$ cat src/rtl/eth_pcs_tx_gearbox.sv
// 10GBASE-R transmit 66b->64b gearbox: packs {payload, sync header} blocks LSB-first into a
// continuous 64-bit word stream, pausing the encoder for one cycle after every 32 blocks.
module eth_pcs_tx_gearbox #(
  parameter int unsigned W_DATA = 64,
  parameter int unsigned W_SYNC = 2
) (
  input  logic              i_clk,
  input  logic              i_reset,
  input  logic [W_SYNC-1:0] i_sync_hdr,
  input  logic [W_DATA-1:0] i_data,
  input  logic              i_valid,
  output logic              o_ready,
  output logic [W_DATA-1:0] o_data,
  output logic              o_valid
);

  localparam int unsigned N_BLK  = W_DATA / W_SYNC;
  localparam int unsigned W_BLK  = W_DATA + W_SYNC;
  localparam int unsigned W_PACK = 2 * W_DATA;
  localparam int unsigned W_SEQ  = $clog2(N_BLK + 1);
  localparam int unsigned W_SH   = $clog2(W_PACK);
  localparam logic [W_SEQ-1:0] SeqLast = W_SEQ'(N_BLK);

  logic [W_SEQ-1:0]  seq_q, seq_d;
  logic [W_DATA-1:0] residual_q, residual_d;
  logic [W_DATA-1:0] data_q, data_d;
  logic              valid_q, valid_d;

  logic [W_BLK-1:0]  blk;
  logic [W_SH-1:0]   shamt;
  logic [W_PACK-1:0] packed_w;
  logic              pause;

  assign blk   = {i_data, i_sync_hdr};
  assign pause = (seq_q == SeqLast);
  assign shamt = W_SH'(32'(seq_q) * W_SYNC);

  // Residual bits above 2*seq are always zero, so a plain OR merges them under the new block.
  assign packed_w = (W_PACK'(blk) << shamt) | W_PACK'(residual_q);

  assign o_ready = !pause && !i_reset;
  assign o_data  = data_q;
  assign o_valid = valid_q;

  always_comb begin
    seq_d      = seq_q;
    residual_d = residual_q;
    data_d     = data_q;
    valid_d    = 1'b0;
    if (pause) begin
      data_d     = residual_q;
      valid_d    = 1'b1;
      residual_d = '0;
      seq_d      = '0;
    end else if (i_valid) begin
      data_d     = packed_w[W_DATA-1:0];
      valid_d    = 1'b1;
      residual_d = packed_w[W_PACK-1:W_DATA];
      seq_d      = seq_q + 1'b1;
    end
  end

  always_ff @(posedge i_clk) begin
    if (i_reset) begin
      seq_q      <= '0;
      residual_q <= '0;
      data_q     <= '0;
      valid_q    <= 1'b0;
    end else begin
      seq_q      <= seq_d;
      residual_q <= residual_d;
      data_q     <= data_d;
      valid_q    <= valid_d;
    end
  end

  a_seq_range : assert property (@(posedge i_clk) disable iff (i_reset) seq_q <= SeqLast);
  a_residual_clean : assert property (@(posedge i_clk) disable iff (i_reset)
                                      (residual_q >> shamt) == '0);

endmodule

$ cat config.mk
export PLATFORM = sky130hd
export DESIGN_NAME = eth_pcs_tx_gearbox
export DESIGN_NICKNAME = d
export VERILOG_FILES = /design/src/rtl/eth_pcs_tx_gearbox.sv
export SDC_FILE = /design/constraint.sdc
export NUM_CORES = 1
export LEC_CHECK = 0
export CAP_MARGIN = 5
export CORE_MARGIN = 5
export CORE_UTILIZATION = 40
export DETAILED_ROUTE_END_ITERATION = 10
export DONT_BUFFER_PORTS = 1
export REMOVE_ABC_BUFFERS = 1
export SETUP_SLACK_MARGIN = 0.4
export SLEW_MARGIN = 40
export SYNTH_ARGS = -nofsm -noshare
export SYNTH_HDL_FRONTEND = slang
export SYNTH_SLANG_ARGS = --single-unit
$ cat constraint.sdc
create_clock -name i_clk -period 5.2 [get_ports i_clk]
set_clock_uncertainty 0.1 [all_clocks]
set_input_delay 0.52 -clock i_clk [delete_from_list [all_inputs] [get_ports i_clk]]
set_output_delay 0.52 -clock i_clk [all_outputs]
set_load 0.01 [all_outputs]
==> flow_summary.toml <==
[drt]
drt_drc_violations_left = 0
routed_wirelength_um = 52600
detailed_route_vias_per_instance = 7.25
detail-route-antenna-nets = 0
num_vias = 11934
detail_route.iter0.violations = 1918
wl_per_cell_um = 31.9
drt_pre_antenna_iters = 6

[run]
max_cap_viols = 0

[placement]
detailed_place_hpwl_um = 37000
place.port_buffers = 0
place.gp.congestion = 1.01

[outcome]
run_status = "completed"

[floorplanning]
effective_utilization_at_floorplan = 0.405
fp-row-count = 62
fp.dieH_um = 180
die_x_extent_um = 180
dieArea_um2 = 32600
core_region_area_um2 = 28700
number_of_top_level_design_ports = 135

[timing]
setup_violations = 0
max_slew.worst_pin.slew_ns = 0.984
timing.final.max_slew_violations = 0
final_hold_viol_count = 0
slew_headroom = 0.325
fin_crit_sh = 0.724
setup-tns-final_ns = 0
timing.fmax_ghz = 0.265
rsz0062_at_grt = "false"
finalWorstPathRequiredPeriod_ns = 3.77

[cells_and_area]
drive_gt1_frac = 0.182
fillerInstances = 2861
areaGrowthSynthToFinish_pct = 6.77
final_nets = 1323
register_area_um2 = 2720
antennaDiodeCount = 0
fin_util = 0.432
multi_input_area_um2 = 8300

[critical_path]
worst_ep_arrival_time_ns = 3.15
worst_stage_delay_on_the_critical_path_ns = 0.74
cp-startpoint = "seq_q[1]$_SDFFE_PN0P_"
crit_path_end_kind = "primary output"
cp_max_fo = 42
startpoint_type = "flop"
r2r-start = "seq_q[1]$_SDFFE_PN0P_"
timing.setup.critical_path_class = "flop to primary output"
crit_slowest_cell = "dfxtp_4"
ordered_list_of_cells_on_the_worst_path = "inv_2, ha_1, a31o_2, inv_1, buf_4"
cp.required_ns = 4.58

[grt]
globalRouteOverflowTotal = 0
grt_most_used_layer = "met2"
first_global_vias = 11311
gr-usage-met1 = 0.423
use_met2 = 0.436
grt_pass1_wl_um = 77400
grt_util_met3 = 0.120
pin_count_of_the_biggest_net_entering_global_routing = 100
global_routing_usage_summed_across_all_routing_layers = 0.311
number_of_antenna_violations_at_the_first_check_in_global_routing = 0

[cts]
postCtsSetupRepairBufs = 0
clkSinkCount = 135
clk_path_buf_depth = 2
hold_buffers = 0
clk_root_buffer_cell = "clkbuf_16"
cts_buffers = 17
htreeDepth = 4
tritoncts_clock_tree = "yes"
ctsResizeCount = 0
cts_clock_pin_slew_for_the_worst_setup_and_hold_paths_ns = 0.07
clkLatencyLatePin_ns = 0.44

[yosys]
post-synth-top-area-cell = "dfxtp_1"
yosys-top-cells-area = "dfxtp_1 (23%), mux4_2 (15%), mux2i_1 (8.8%)"
synth_common_cells = "dfxtp_1 (135), nor2_1 (123), nand2_1 (121)"
synth_edf_count = 0
syn_avg_cell_area_um2 = 8.77
dominantRegCellSynth = "dfxtp_1"
mapped_cells = 1324
synth_seq_area_share = 0.233
yosysUniqueCellTypes = 72
synth.top_cell.area_share = 0.233
synthMostInstantiatedCell = "dfxtp_1"
synth-warning-count = 0
yosys_register_bits = 135
syn_area_um2 = 11600
async_flop_share = 0

[pwr]
p_per_area_nw_per_um2 = 262
static-leakage-power_nw = 4.21
power.total_mw = 3.25
ir_worst_vdd_v = 0.000245

[worst_hold_path]
timing.hold.worst.start = "i_reset"
worstHoldPathType = "primary input to flop"
[cell families (layout without fill, tap and decap cells)]
family,count (synthesis),after routing,share of synthesized area
AOI/OAI and AO/OA,423,423,0.251
and+or+nand+nor,379,379,0.146
muxes,239,239,0.310
buffers and inverters,142,81,0.0564
DFF,135,135,0.233
xor gates and xnor gates,4,4,0.00302
adders and majority gates,2,2,0.00215
[flip-flops by register name, summed over array words and instances (netlist names)]
name	count
residual_q	64
seq_q	6
o_data	64
o_valid	1
[metal layers]
metal  wire, um  part of all wire
met5          0                 0
met4       2470             0.047
met3       7750              0.15
met1      20600              0.39
met2      21700              0.41
[final cells by class]
cell class / count / share of cell area
timing repair buffer: 42 / 0.0266
sequential: 135 / 0.219
clock inverter: 7 / 0.00353
clock buffer: 23 / 0.0402
multi-input combinational: 1047 / 0.669
tap: 384 / 0.0387
inverter: 9 / 0.00272
[cell usage in the layout, fill, tap and decap left out, drive strengths merged, types with 5 or more instances in the layout]
| cell | netlist | final |
|---|---|---|
| a21oi | 60 | 60 |
| clkbuf | 70 | 26 |
| mux4 | 88 | 88 |
| dfxtp | 135 | 135 |
| buf | 63 | 39 |
| nand3 | 17 | 17 |
| a2bb2oi | 7 | 7 |
| mux2 | 49 | 49 |
| o21ai | 96 | 96 |
| a211oi | 33 | 33 |
| nand2 | 121 | 121 |
| a22oi | 15 | 15 |
| o21a | 8 | 8 |
| and3 | 6 | 6 |
| nor2b | 15 | 15 |
| o31ai | 8 | 8 |
| o22ai | 38 | 38 |
| nand2b | 9 | 9 |
| a22o | 9 | 9 |
| nor2 | 123 | 123 |
| o211ai | 19 | 19 |
| a222oi | 8 | 8 |
| o221a | 7 | 7 |
| a311oi | 5 | 5 |
| o221ai | 16 | 16 |
| a221oi | 15 | 15 |
| mux2i | 102 | 102 |
| a211o | 5 | 5 |
| clkinv | 2 | 8 |
| inv | 7 | 8 |
| nand4 | 5 | 5 |
| a31oi | 21 | 21 |
| nor3 | 54 | 54 |
| and2 | 10 | 10 |
| a221o | 6 | 6 |
[per-stage QoR]
step           area (um2)  worst slack [ns]  cells  hold WS (ns)
3_3_place_gp        11800              1.90   1612         0.343
2_1_floorplan       11000             -2.57   1191         0.330
5_1_grt             12400              1.41   1647        0.0359
4_1_cts             12400              1.53   1642        0.0379
3_5_place_dp        11800              1.91   1612         0.349
6_report            12400              1.43   1647        0.0497
[final timing paths]
check                                     end  slack, ns  cells after the start
setup / recovery                      o_ready       1.43                      5
hold / removal        o_data[36]$_SDFFE_PP0P_       0.05                      1
setup reg to reg  residual_q[58]$_SDFFE_PN0P_       1.71                      6
hold reg to reg       o_data[38]$_SDFFE_PP0P_       0.36                      2
[worst max-delay path: cells and delay by family, from the launching register on]
kind,cells,cell delay (ns)
buffers and inverters,3,1.15
flip-flops,1,0.74
AO/OA/AOI/OAI,1,0.45
adder cells (fa/ha/maj),1,0.34
[where the power goes]
group,total [mW],switching (mW),internal [mW],leakage [nW]
Clock,1.17,0.503,0.669,0.274
Combinational,0.876,0.511,0.365,2.82
Sequential,1.21,0.0982,1.11,1.12
Total,3.25,1.11,2.14,4.21
No activity file was read; power rests on OpenSTA's default activity.
